===== src/rtl/demux_deser_pkg.sv =====
`default_nettype none
// ============================================================================
//  Module      : demux_deser_pkg
//  Description : Shared types and helpers for the two-channel deserializer.
//  Revision    : 1.0  initial release
// ============================================================================
package demux_deser_pkg;

  localparam int DEFAULT_WIDTH = 8;

  // Holding-register occupancy per channel
  typedef enum logic [0:0] {
    EMPTY = 1'b0,
    FULL  = 1'b1
  } hold_st_t;

  // Bit-counter width able to count 0..width-1 (never narrower than 1 bit)
  function automatic int cnt_width(input int width);
    return (width <= 2) ? 1 : $clog2(width);
  endfunction

endpackage
`default_nettype wire


===== src/rtl/deser_chan.sv =====
`default_nettype none
// ============================================================================
//  Module      : deser_chan
//  Description : One deserializer channel: MSB-first shift register, bit
//                counter, one-word holding register with valid/ready and a
//                sticky overflow flag.
//  Revision    : 1.0  initial release
// ============================================================================
module deser_chan
  import demux_deser_pkg::*;
#(
  parameter int WIDTH = DEFAULT_WIDTH
) (
  input  logic             clk,
  input  logic             rst,
  input  logic             bit_en,
  input  logic             y,
  output logic [WIDTH-1:0] data,
  output logic             vld,
  input  logic             rdy,
  output logic             ovf
);

  localparam int CW = cnt_width(WIDTH);

  logic [WIDTH-1:0] shift_q, shift_d;
  logic [CW-1:0]    cnt_q,   cnt_d;
  logic [WIDTH-1:0] data_q,  data_d;
  logic             ovf_q,   ovf_d;
  hold_st_t         hold_st_q, hold_st_d;

  logic             w_done;
  logic [WIDTH-1:0] w_word;

  // The completing bit is part of the word, so the word is built from the
  // shift contents plus the bit arriving on this edge.
  assign w_done = bit_en && (cnt_q == CW'(WIDTH - 1));
  assign w_word = {shift_q[WIDTH-2:0], y};

  // Next-state: partial-word accumulation plus holding-register FSM
  always_comb begin
    shift_d   = shift_q;
    cnt_d     = cnt_q;
    data_d    = data_q;
    ovf_d     = ovf_q;
    hold_st_d = hold_st_q;

    // Accumulation runs regardless of the holding-register state
    if (bit_en) begin
      shift_d = w_word;
      cnt_d   = w_done ? '0 : cnt_q + CW'(1);
    end

    case (hold_st_q)
      EMPTY: begin
        if (w_done) begin
          data_d    = w_word;
          hold_st_d = FULL;
        end
      end
      FULL: begin
        if (w_done) begin
          // A same-edge transfer frees the slot, so the new word loads with no bubble
          if (rdy) begin
            data_d = w_word;
          end else begin
            ovf_d = 1'b1;
          end
        end else if (rdy) begin
          hold_st_d = EMPTY;
        end
      end
      default: hold_st_d = EMPTY;
    endcase
  end

  // State register with synchronous reset
  always_ff @(posedge clk) begin
    if (rst) begin
      shift_q   <= '0;
      cnt_q     <= '0;
      data_q    <= '0;
      ovf_q     <= 1'b0;
      hold_st_q <= EMPTY;
    end else begin
      shift_q   <= shift_d;
      cnt_q     <= cnt_d;
      data_q    <= data_d;
      ovf_q     <= ovf_d;
      hold_st_q <= hold_st_d;
    end
  end

  assign data = data_q;
  assign vld  = (hold_st_q == FULL);
  assign ovf  = ovf_q;

endmodule
`default_nettype wire


===== src/rtl/demux_deser_2ch.sv =====
`default_nettype none
// ============================================================================
//  Module      : demux_deser_2ch
//  Description : Two-channel serial-to-parallel capture stage. Each strobed
//                bit is steered by the select into one deserializer channel.
//  Revision    : 1.0  initial release
// ============================================================================
module demux_deser_2ch
  import demux_deser_pkg::*;
#(
  parameter int WIDTH = DEFAULT_WIDTH
) (
  input  logic             clk,
  input  logic             rst,
  input  logic             y,
  input  logic             s,
  input  logic             bit_vld,
  output logic [WIDTH-1:0] ch0_data,
  output logic             ch0_vld,
  input  logic             ch0_rdy,
  output logic             ch0_ovf,
  output logic [WIDTH-1:0] ch1_data,
  output logic             ch1_vld,
  input  logic             ch1_rdy,
  output logic             ch1_ovf
);

  logic w_bit_en0;
  logic w_bit_en1;

  // Only the selected channel sees the strobe; the other is left untouched
  assign w_bit_en0 = bit_vld & ~s;
  assign w_bit_en1 = bit_vld &  s;

  deser_chan #(.WIDTH(WIDTH)) u_chan0 (
    .clk    (clk),
    .rst    (rst),
    .bit_en (w_bit_en0),
    .y      (y),
    .data   (ch0_data),
    .vld    (ch0_vld),
    .rdy    (ch0_rdy),
    .ovf    (ch0_ovf)
  );

  deser_chan #(.WIDTH(WIDTH)) u_chan1 (
    .clk    (clk),
    .rst    (rst),
    .bit_en (w_bit_en1),
    .y      (y),
    .data   (ch1_data),
    .vld    (ch1_vld),
    .rdy    (ch1_rdy),
    .ovf    (ch1_ovf)
  );

endmodule
`default_nettype wire


===== config.mk =====
export PLATFORM = sky130hd
export DESIGN_NAME = demux_deser_2ch
export DESIGN_NICKNAME = d
export VERILOG_FILES = /design/src/rtl/demux_deser_pkg.sv /design/src/rtl/deser_chan.sv /design/src/rtl/demux_deser_2ch.sv
export SDC_FILE = /design/constraint.sdc
export NUM_CORES = 1
export LEC_CHECK = 0
export BUFFER_PORTS_ARGS = -buffer_cell sky130_fd_sc_hd__buf_4
export CORE_UTILIZATION = 55
export DETAILED_ROUTE_END_ITERATION = 10
export PLACE_DENSITY = 0.88
export REMOVE_ABC_BUFFERS = 1
export SLEW_MARGIN = 20
export SYNTH_ARGS = -nofsm -noshare
export SYNTH_HDL_FRONTEND = slang
export SYNTH_SLANG_ARGS = --single-unit

===== constraint.sdc =====
create_clock -name clk -period 4.3 [get_ports clk]
set_input_delay 0.43 -clock clk [delete_from_list [all_inputs] [get_ports clk]]
set_output_delay 0.43 -clock clk [all_outputs]
set_load 0.02 [all_outputs]

# After elaboration in Yosys (flattened, before gate mapping)
# Cells that the tools add are included.
classes:
  n_bitwise: 7
  n_mul: 0
  div: 0
  eq_ne: 8
  n_mux: 18
  reduce_logical: 6
  magnitude_cmp: 0
  n_addsub: 2
  n_shift: 0
op_table:
  columns: ["op", "count"]
  rows:
  - ["$mux 8", 6]
  - ["$pmux 8 s2", 2]
  - ["$reduce_and 3->1", 4]
  - ["$ne 2x2->1 const B", 4]
  - ["$add 3x1->3 const B", 2]
  - ["$eq 3x3->1 const B", 2]
  - ["$mux 1", 6]
  - ["$mux 3", 2]
  - ["$not 1->1", 5]
  - ["$ne 2x1->1 const B", 2]
  - ["$pmux 1 s2", 2]
  - ["$and 1x1->1", 2]
  - ["$logic_and 1x1->1", 2]
word_totals:
  in_bits: 7
  mem_count: 0
  regBits: 40
  romBits: 0
  elab_cells: 51
  output_inout_bits: 20
  ram_bits: 0
  latch_bits: 0

# Logic depth before layout (Yosys ltp)
# Gate-level depths: netlist (run 1).
depth:
  ltp_word: 5
  mapped_depth: 6
  depth_no_buf: 5

# By module
# Synthesis (run 1) repeated with hierarchy kept, for this count alone.
unflattened:
  hier_cells: 162
  hier_area_um2: 1740.4
modules_own_cells:
  columns: ["mod", "area_per_inst_um2", "seq_area_each_um2", "cells_each", "n_inst"]
  rows:
  - ["deser_chan", 862.1, 400.4, 80, 2]
  - ["demux_deser_2ch", 16.3, 0.0, 2, 1]

# Least setup slack after synthesis (run 1)
# No wires, ideal clock.
synth_path:
  path_kind: "register -> register"
  from: "reg u_chan0.cnt_q[0]"
  to: "reg u_chan0.data_q[1] (netlist: u_chan0.data[1])"
  path_slack_ns: 2.845
  synth_period_minus_slack_ns: 1.455
  setup_ns: 0.071
  arrival_time_ns: 1.384
  path_buffers: 1
  path_stages_with_launch: 7
  cell_sequence: "dfxtp_1 -> ha_1 -> ha_1 -> nand3b_4 -> buf_6 -> or3b_1 -> a21oi_1"
synth_between:
  elab_chain_len: 4
  word_cells_on_any_way: 5
  classes_between: "eq/ne (3); reduce/logical (2)"
synth_lines:
  columns: ["item", "line_no", "rtl"]
  rows:
  - ["from (decl)", "deser_chan.sv:27", "logic [CW-1:0] cnt_q, cnt_d;"]
  - ["from (signal assigned)", "deser_chan.sv:87", "cnt_q <= cnt_d;"]
  - ["$eq 3x3->1 (*)", "deser_chan.sv:37", "assign w_done = bit_en && (cnt_q == CW'(WIDTH - 1));"]
  - ["$logic_and 1x1->1 (*)", "deser_chan.sv:37", null]
  - ["$ne 2x2->1 (no source line) / $ne 2x1->1 (equally long branches)", null, null]
  - ["$reduce_and 3->1 (no source line) (*)", null, null]
  - ["to (signal assigned)", "deser_chan.sv:88", "data_q <= data_d;"]
  - ["to (decl)", "deser_chan.sv:28", "logic [WIDTH-1:0] data_q, data_d;"]
# Every way passes the cells marked *; elsewhere a longest branch is shown, timed or not.
# A chain may end at the register's enable or synchronous reset.

# Final worst setup path (run 1)
layout_path:
  from: "reg u_chan1.cnt_q[0]"
  to: "reg u_chan1.data_q[4] (netlist: u_chan1.data[4])"
layout_between:
  elab_chain_len: 4
  word_cells_on_any_way: 5
  classes_between: "eq/ne (3); reduce/logical (2)"
layout_lines:
  columns: ["item", "line_no"]
  rows:
  - ["from (decl)", "deser_chan.sv:27"]
  - ["from (signal assigned)", "deser_chan.sv:87"]
  - ["$eq 3x3->1 (*)", "deser_chan.sv:37"]
  - ["$logic_and 1x1->1 (*)", "deser_chan.sv:37"]
  - ["$ne 2x2->1 (no source line) / $ne 2x1->1 (equally long branches)", null]
  - ["$reduce_and 3->1 (no source line) (*)", null]
  - ["to (signal assigned)", "deser_chan.sv:88"]
  - ["to (decl)", "deser_chan.sv:28"]
# Marks and branches as above.

==> results of run 1 <==
## state kept, by name, summed over array words and instances, names as in the netlist
| name | flops |
|---|---|
| u_chan1.vld | 1 |
| u_chan1.cnt_q | 3 |
| u_chan1.shift_q | 7 |
| u_chan0.cnt_q | 3 |
| u_chan0.vld | 1 |
| u_chan1.ovf | 1 |
| u_chan1.data | 8 |
| u_chan0.data | 8 |
| u_chan0.shift_q | 7 |
| u_chan0.ovf | 1 |
## stage by stage
step           hold WS (ps)  worst slack (ps)
5_1_grt                 339              2380
3_3_place_gp            442              2680
4_1_cts                 330              2590
6_report                337              2580
2_1_floorplan           426              2830
3_5_place_dp            456              2600
## worst max-delay path: stages, from the launching register on
cell and delay (ps):
dfxtp_1 370, ha_1 170, ha_1 390, nand3_1 310, o21ai_0 270, a21oi_1 90
## Yosys cell counts (all sizes together)
cell / number
nand3: 1
nand2b: 5
nor2b: 3
clkbuf: 6
mux2i: 4
nand2: 34
o21ai: 14
a21oi: 34
nand4: 7
or3b: 7
and2: 1
nor2: 9
buf: 7
a31oi: 2
dfxtp: 40
ha: 4
nand3b: 4
## layer usage
layer  vias up  GRT usage  part of all wire
li1        664          -                 -
met1       626      0.220              0.41
met2        32      0.401              0.52
met3        11     0.0628             0.040
met4         0      0.114             0.028
met5         -          0                 0
## worst max path at each step
stage	startpoint	to	slack (ps)	cells after the start
after floorplan	u_chan0.cnt_q[0]$_SDFFE_PP0P_	u_chan0.data[3]$_SDFFE_PP0P_	2830	5
after global placement	bit_vld	u_chan0.cnt_q[0]$_SDFFE_PP0P_	2680	4
after detailed placement	u_chan1.cnt_q[0]$_SDFFE_PP0P_	u_chan1.data[1]$_SDFFE_PP0P_	2600	5
after CTS	u_chan1.cnt_q[0]$_SDFFE_PP0P_	u_chan1.data[1]$_SDFFE_PP0P_	2590	5
after global routing	u_chan1.cnt_q[0]$_SDFFE_PP0P_	u_chan1.data[4]$_SDFFE_PP0P_	2380	5
final	u_chan1.cnt_q[0]$_SDFFE_PP0P_	u_chan1.data[4]$_SDFFE_PP0P_	2580	5
## cell families (layout without fill, tap and decap cells)
| family | count (synthesis) | in the layout | synth area share |
|---|---|---|---|
| compound gates | 50 | 50 | 0.160 |
| fa+ha+maj | 4 | 4 | 0.0317 |
| buf+inv | 13 | 34 | 0.0412 |
| flops | 40 | 40 | 0.507 |
| mux | 4 | 4 | 0.0254 |
| simple gates | 71 | 71 | 0.235 |
## power by group through the flow
stage / Clock, W / Sequential (W) / Combinational (W)
final: 0.000200 / 0.000376 / 0.0000268
after global routing: 0.000219 / 0.000377 / 0.0000301
after CTS: 0.000203 / 0.000376 / 0.0000269
after detailed placement: 0 / 0.000385 / 0.0000268
after global placement: 0 / 0.000384 / 0.0000254
after floorplan: 0 / 0.000384 / 0.0000126
## layout make-up
| class | count | area, um2 |
|---|---|---|
| Timing Repair Buffer | 26 | 195 |
| Tap cell | 31 | 38.8 |
| Sequential cell | 40 | 801 |
| Clock buffer | 6 | 51.3 |
| Fill cell | 221 | 925 |
| Multi-Input combinational cell | 129 | 713 |
| Clock inverter | 2 | 10.0 |
==> results.json, run 1 <==
{
  "grt_max_degree": 42,
  "cts_buffers": 5,
  "holdCritPathClass": "primary input to flop",
  "clockPowerShare": 0.332,
  "stdcell_area_um2": 1810,
  "clk_pin_slew_worst_paths_ps": 120,
  "drt_iter0_drc": 48,
  "grt_antenna_before_repair": 0,
  "diodes": 0,
  "worstSetupEndpointType": "flop",
  "cts_hold_buf": 0,
  "htreeDepth": 2,
  "p_int_w": 0.000461,
  "yosysTopAreaCellShare": 0.507,
  "drt.antenna.violating_nets": 0,
  "fin_cells": 234,
  "start_util": 0.578,
  "r2r_end": "u_chan1.data[4]$_SDFFE_PP0P_",
  "startpoint_type": "flop",
  "min_path_cells": 3,
  "fin_skew_ps": 13.6,
  "min_period_ps": 1720,
  "leakagePower_nw": 0.689,
  "syn_area_um2": 1580,
  "yosysTopAreaCell": "dfxtp_1",
  "ys_types": 22,
  "firstDrtPassIters": 5,
  "die_h_um": 55.6,
  "core.rowCount": 19,
  "max-vdd-ir-drop_uv": 273,
  "hp-start": "y",
  "syn_to_final_growth_pct": 14.6,
  "max_freq_ghz": 0.583,
  "relSlewSlack": 0.450,
  "cts_tree": "yes",
  "power_density_nw_per_um2": 333,
  "fp.dieArea_um2": 3090,
  "power_w": 0.000603,
  "cts_resized": 0,
  "drv_slew": 0,
  "grt_pass1_vias": 1243,
  "rr_worst_depth": 5,
  "dpl_cell_area_um2": 1750,
  "grt_setup_unrepaired": "false",
  "synth-seq-cells": 40,
  "grt_pass1_wl_um": 5180,
  "routed_wl_um": 3140,
  "dpl.hpwl_um": 2160,
  "power_switching_share": 0.236,
  "synthCells": 182,
  "fp.coreArea_um2": 2730,
  "worstPathArrival_ps": 1950,
  "finalSetupViolations": 0,
  "crit_type": "flop to flop",
  "yosysSeqAreaShare": 0.507,
  "post_cts_buffers": 0,
  "postSynthAreaPerCell_um2": 8.68,
  "cts_buffer_depth": 2,
  "cap_violations": 0,
  "place_congestion": 0.743,
  "min_to": "u_chan0.shift_q[0]$_SDFFE_PP0P_",
  "wl_per_cell_um": 13.4,
  "timing.rr.start": "u_chan1.cnt_q[0]$_SDFFE_PP0P_",
  "yosysWarnings": 0,
  "io_buffers": 26,
  "grtUsageTotal": 0.218,
  "dpl.cell_count": 226,
  "via_per_inst": 5.70,
  "ioPinCount": 27,
  "drcViolationCount": 0,
  "status": "complete, no violations",
  "p_switching_w": 0.000142,
  "pwr-share-comb": 0.044,
  "die_w_um": 55.6,
  "clk_latency_ps": 360,
  "fin_nets": 213,
  "final_cell_mix": "dfxtp_1, a21oi_1, nand2_1",
  "worstMarginPinSlew_ps": 824,
  "seqPwrFrac": 0.624,
  "ff2ff_setup_slack_ps": 2580,
  "root_buffer": "clkbuf_4",
  "fin_crit_sh": 0.399,
  "clock_sinks": 40,
  "drive_gt1_frac": 0.192,
  "vias": 1333,
  "grt-ovfl-total": 0,
  "final_common_cell": "dfxtp_1",
  "fin_tns_setup_ps": 0,
  "hold_viol": 0,
  "path_max_fanout": 12,
  "ys_top_cells_by_area": "dfxtp_1, a21oi_1, nand2_1",
  "final_core_util": 0.662,
  "crit_required_ps": 4540
}
(Power assumes the default switching activity.)
==> run 2, diff against run 1 <==
- CORE_UTILIZATION: 55 -> 54
- PLACE_DENSITY: 0.88 -> 0.87
- clock period: 4.3 -> 1.7 ns (I/O delays scaled with it)
==> run 2 against run 1 <==
- power rose to 2.8 times the previous value
- register-to-register slack got worse by 2500 ps
- clock-buffer cell count decreased by 1
- first-iteration DRC count grew 35%
- non-clock buffer count rose by 3
- wire length grew 2.0%
- fmax grew 6.6%
- global-route usage shrank 0.72 points
- utilization up 1.5 points
- largest power group unchanged
- highest routed layer unchanged
==> results.json, run 2 (synthesis results as in run 1) <==
{
  "diodes": 0,
  "fin_skew_ps": 11.7,
  "clk_latency_ps": 350,
  "dpl.cell_count": 229,
  "relSlewSlack": 0.462,
  "rr_worst_depth": 5,
  "io_buffers": 26,
  "max_freq_ghz": 0.621,
  "via_per_inst": 5.58,
  "clock_sinks": 40,
  "cts_buffer_depth": 2,
  "worstMarginPinSlew_ps": 806,
  "die_h_um": 56.1,
  "fin_cells": 237,
  "cap_violations": 0,
  "die_w_um": 56.1,
  "syn_to_final_growth_pct": 18.2,
  "grt_pass1_vias": 1228,
  "timing.rr.start": "u_chan0.cnt_q[0]$_SDFFE_PP0P_",
  "clk_pin_slew_worst_paths_ps": 130,
  "final_common_cell": "dfxtp_1",
  "crit_required_ps": 1990,
  "root_buffer": "clkbuf_4",
  "leakagePower_nw": 0.705,
  "pre_cts_slack_ps": 43.3,
  "routed_wl_um": 3210,
  "start_util": 0.573,
  "dpl.hpwl_um": 2180,
  "drt.antenna.violating_nets": 0,
  "fin_tns_setup_ps": 0,
  "fill_cells": 224,
  "holdCritPathClass": "primary input to flop",
  "max-vdd-ir-drop_uv": 1400,
  "ioPinCount": 27,
  "min_period_ps": 1610,
  "grt_max_degree": 42,
  "grt-ovfl-total": 0,
  "place_congestion": 0.765,
  "grtUsageTotal": 0.211,
  "drcViolationCount": 0,
  "drt_iter0_drc": 65,
  "r2r_end": "u_chan0.data[3]$_SDFFE_PP0P_",
  "min_path_cells": 3,
  "worstPathArrival_ps": 1900,
  "final_cell_mix": "dfxtp_1, a21oi_1, nand2_1",
  "startpoint_type": "flop",
  "htreeDepth": 2,
  "grt_antenna_before_repair": 0,
  "grt_pass1_wl_um": 5220,
  "grt_setup_unrepaired": "false",
  "ff2ff_setup_slack_ps": 90,
  "min_to": "u_chan0.shift_q[0]$_SDFFE_PP0P_",
  "status": "complete, no violations",
  "firstDrtPassIters": 4,
  "post_cts_buffers": 0,
  "hp-start": "y",
  "hold_viol": 0,
  "worstSetupEndpointType": "flop",
  "drive_gt1_frac": 0.209,
  "fp.dieArea_um2": 3140,
  "layout_setup_ws_ps": 89.7,
  "drv_slew": 0,
  "fin_crit_sh": 0.947,
  "wl_per_cell_um": 13.5,
  "fin_nets": 216,
  "finalSetupViolations": 0,
  "core.rowCount": 19,
  "path_max_fanout": 15,
  "power_density_nw_per_um2": 896,
  "crit_type": "flop to flop",
  "cts_tree": "yes",
  "cts_buffers": 5,
  "cts_hold_buf": 0,
  "fp.coreArea_um2": 2760,
  "vias": 1322
}
-- run 2: cell count changes in the layout (fill, tap and decap cells not counted), sizes merged --
cell / previous run / this run
bufinv: 0 / 1
inv: 0 / 1
clkinvlp: 0 / 1
clkbuf: 6 / 5
buf: 26 / 29
clkinv: 2 / 0
-- run 2: repair_timing --
item | in CTS | in global routing
endpoints found under the setup margin | 0 | 5
resized for setup | 0 | 2
endpoints found under the hold margin | 0 | 0
-- run 2: worst max path at each step --
| stage | startpoint | to | slack [ps] | cells after the start |
|---|---|---|---|---|
| 2_1_floorplan | u_chan0.cnt_q[0]$_SDFFE_PP0P_ | u_chan0.data[3]$_SDFFE_PP0P_ | 230 | 5 |
| 3_3_place_gp | u_chan0.cnt_q[0]$_SDFFE_PP0P_ | u_chan0.data[3]$_SDFFE_PP0P_ | 180 | 5 |
| 3_5_place_dp | u_chan0.cnt_q[0]$_SDFFE_PP0P_ | u_chan0.data[3]$_SDFFE_PP0P_ | 40 | 5 |
| 4_1_cts | u_chan0.cnt_q[0]$_SDFFE_PP0P_ | u_chan0.data[3]$_SDFFE_PP0P_ | 20 | 5 |
| 5_1_grt | u_chan0.cnt_q[0]$_SDFFE_PP0P_ | u_chan0.data[3]$_SDFFE_PP0P_ | 10 | 5 |
| 6_report | u_chan0.cnt_q[0]$_SDFFE_PP0P_ | u_chan0.data[3]$_SDFFE_PP0P_ | 90 | 5 |
-- run 2: metrics by stage --
stage          cell area (um2)   util  power [W]  hold WS (ps)
3_5_place_dp              1770  0.642    0.00105           444
2_1_floorplan             1510      -    0.00100           239
6_report                  1870  0.677    0.00167          72.3
3_3_place_gp              1770  0.642    0.00104           441
5_1_grt                   1870  0.677    0.00173          74.5
4_1_cts                   1850  0.672    0.00168          75.6
-- run 2: critical path, cell delays in order (launching register included) --
cell and delay [ps]:
dfxtp_1 380, ha_1 230, ha_4 180, nand3b_4 150, or3b_2 470, a21oi_1 150
-- run 2: report_power, final --
part / leakage (nW) / switching, W / internal (W)
Clock: 0.0418 / 0.000334 / 0.000314
Combinational: 0.341 / 0.0000461 / 0.0000267
Sequential: 0.323 / 0.00000641 / 0.000946
-- run 2: cell type report --
type | count | area, um2 | share of cell area
sequential | 40 | 801 | 0.429
clock inverter | 3 | 46.3 | 0.0248
tap | 31 | 38.8 | 0.0208
timing repair buffer | 29 | 218 | 0.117
clock buffer | 5 | 37.5 | 0.0201
multi-input combinational | 129 | 726 | 0.389
-- run 2: layer usage --
layer	vias to the layer above	part of all wire	track usage
li1	669	-	-
met1	603	0.44	0.248
met2	41	0.50	0.359
met3	9	0.044	0.0488
met4	0	0.019	0.105
met5	-	0	0
==> run 3, diff against run 2 <==
- clock period: 1.7 -> 1.8 ns (I/O delays scaled with it)
==> run 3 against run 2 <==
- sequential power decreased by 5.6%
- combinational power decreased by 10%
- fmax decreased by 1.7%
- clock-buffer cell count unchanged
- first-iteration DRC count decreased by 35%
- global-route usage decreased by 0.71 points
- worst hold slack improved by 1.4 ps
- cell area decreased by 1.0%
- sequential share of layout area increased by 0.44 points
- cell count decreased by 0.42%
==> results.json, run 3 (synthesis results as in run 1) <==
{
  "path_cells": "ha_1 -> ha_1 -> nand3b_4 -> or3b_2 -> a21oi_1",
  "cap_violations": 0,
  "vias": 1333,
  "startpoint_type": "flop",
  "worstPathArrival_ps": 1920,
  "final_common_cell": "dfxtp_1",
  "timing.rr.start": "u_chan0.cnt_q[0]$_SDFFE_PP0P_",
  "path_common_cell": "ha_1",
  "die_h_um": 56.1,
  "diodes": 0,
  "grt_setup_unrepaired": "false",
  "holdCritPathClass": "primary input to flop",
  "ff2ff_setup_slack_ps": 160,
  "post_cts_buffers": 0,
  "regArea_um2": 801,
  "rr_worst_depth": 5,
  "min_to": "u_chan0.shift_q[0]$_SDFFE_PP0P_",
  "drt.antenna.violating_nets": 0,
  "syn_to_final_growth_pct": 17.0,
  "status": "complete, no violations",
  "max-vdd-ir-drop_uv": 783,
  "power_density_nw_per_um2": 849,
  "routed_wl_um": 3000,
  "drt_iter0_drc": 42,
  "cts_resized": 0,
  "grt-ovfl-total": 0,
  "fin_cells": 236,
  "grt_pass1_vias": 1185,
  "fill_cells": 234,
  "min_path_cells": 3,
  "die_w_um": 56.1,
  "cts_tree": "yes",
  "grt_antenna_before_repair": 0,
  "relSlewSlack": 0.418,
  "clk_latency_ps": 360,
  "leakagePower_nw": 0.707,
  "fin_tns_setup_ps": 0,
  "ioPinCount": 27,
  "slowest_delay_ps": 470,
  "max_freq_ghz": 0.611,
  "cts_buffers": 5,
  "drive_gt1_frac": 0.200,
  "min_period_ps": 1640,
  "dpl.cell_count": 228,
  "fp.dieArea_um2": 3140,
  "core.rowCount": 19,
  "worstSetupEndpointType": "flop",
  "drcViolationCount": 0,
  "fin_skew_ps": 19.6,
  "multi_input_area_um2": 713,
  "dpl.hpwl_um": 2020,
  "place_congestion": 0.777,
  "hold_viol": 0,
  "grtUsageTotal": 0.204,
  "io_buffers": 26,
  "hp-start": "y",
  "firstDrtPassIters": 4,
  "wl_per_cell_um": 12.7,
  "cts_buffer_depth": 2,
  "via_per_inst": 5.65,
  "drv_slew": 0,
  "clk_pin_slew_worst_paths_ps": 140,
  "crit_type": "flop to flop",
  "fin_crit_sh": 0.910,
  "final_cell_mix": "dfxtp_1, a21oi_1, nand2_1",
  "cp-startpoint": "u_chan0.cnt_q[0]$_SDFFE_PP0P_",
  "clock_sinks": 40,
  "power_w": 0.00157,
  "path_max_fanout": 15,
  "crit_required_ps": 2080,
  "fin_nets": 215,
  "grt_pass1_wl_um": 5090,
  "start_util": 0.573,
  "r2r_end": "u_chan0.data[3]$_SDFFE_PP0P_",
  "htreeDepth": 2,
  "fp.coreArea_um2": 2760,
  "cts_hold_buf": 0,
  "finalSetupViolations": 0,
  "root_buffer": "clkbuf_4",
  "worstMarginPinSlew_ps": 871,
  "crit_slowest_cell": "or3b_2",
  "grt_max_degree": 42
}
run 3: routing by layer:
metal,vias up,track usage,share of wire
met4,0,0.0801,0.012
met2,49,0.350,0.50
li1,665,-,-
met1,613,0.229,0.43
met5,-,0,0
met3,6,0.0721,0.059
run 3: cell type report:
class,count,area share
clock buffers,5,0.0203
clock inverters,3,0.0257
multi-input cells,129,0.386
flip-flops and latches,40,0.433
well taps,31,0.0210
repair buffers,28,0.114
run 3: worst max path at each step:
| stage | to | cells past startpoint |
|---|---|---|
| 6_report | u_chan0.data[3]$_SDFFE_PP0P_ | 5 |
| 2_1_floorplan | u_chan0.data[3]$_SDFFE_PP0P_ | 5 |
| 4_1_cts | u_chan0.data[3]$_SDFFE_PP0P_ | 5 |
| 3_3_place_gp | u_chan0.data[7]$_SDFFE_PP0P_ | 5 |
| 3_5_place_dp | u_chan0.data[7]$_SDFFE_PP0P_ | 5 |
| 5_1_grt | u_chan0.data[3]$_SDFFE_PP0P_ | 5 |
run 3: where the power goes:
part	switching [W]	internal [W]	leakage, nW
clock	0.000308	0.000297	0.0454
combinational	0.0000421	0.0000235	0.339
sequential	0.00000575	0.000893	0.323
run 3: through the flow:
step                      instance area, um2   util  hold slack, ps  setup WS, ps
after floorplan                         1510      -             249           331
after global placement                  1760  0.639             442           271
after detailed placement                1760  0.639             445           191
after CTS                               1850  0.670            72.5           169
after global routing                    1850  0.670            65.3          25.6
final                                   1850  0.670            73.8           162
run 3: worst max-delay path: cells and delay by family (launching register included):
| family | cells | cell delay, ps |
|---|---|---|
| AO/OA/AOI/OAI | 1 | 120 |
| adder cells (fa/ha/maj) | 2 | 430 |
| flip-flops | 1 | 380 |
| AND/OR/NAND/NOR | 2 | 650 |
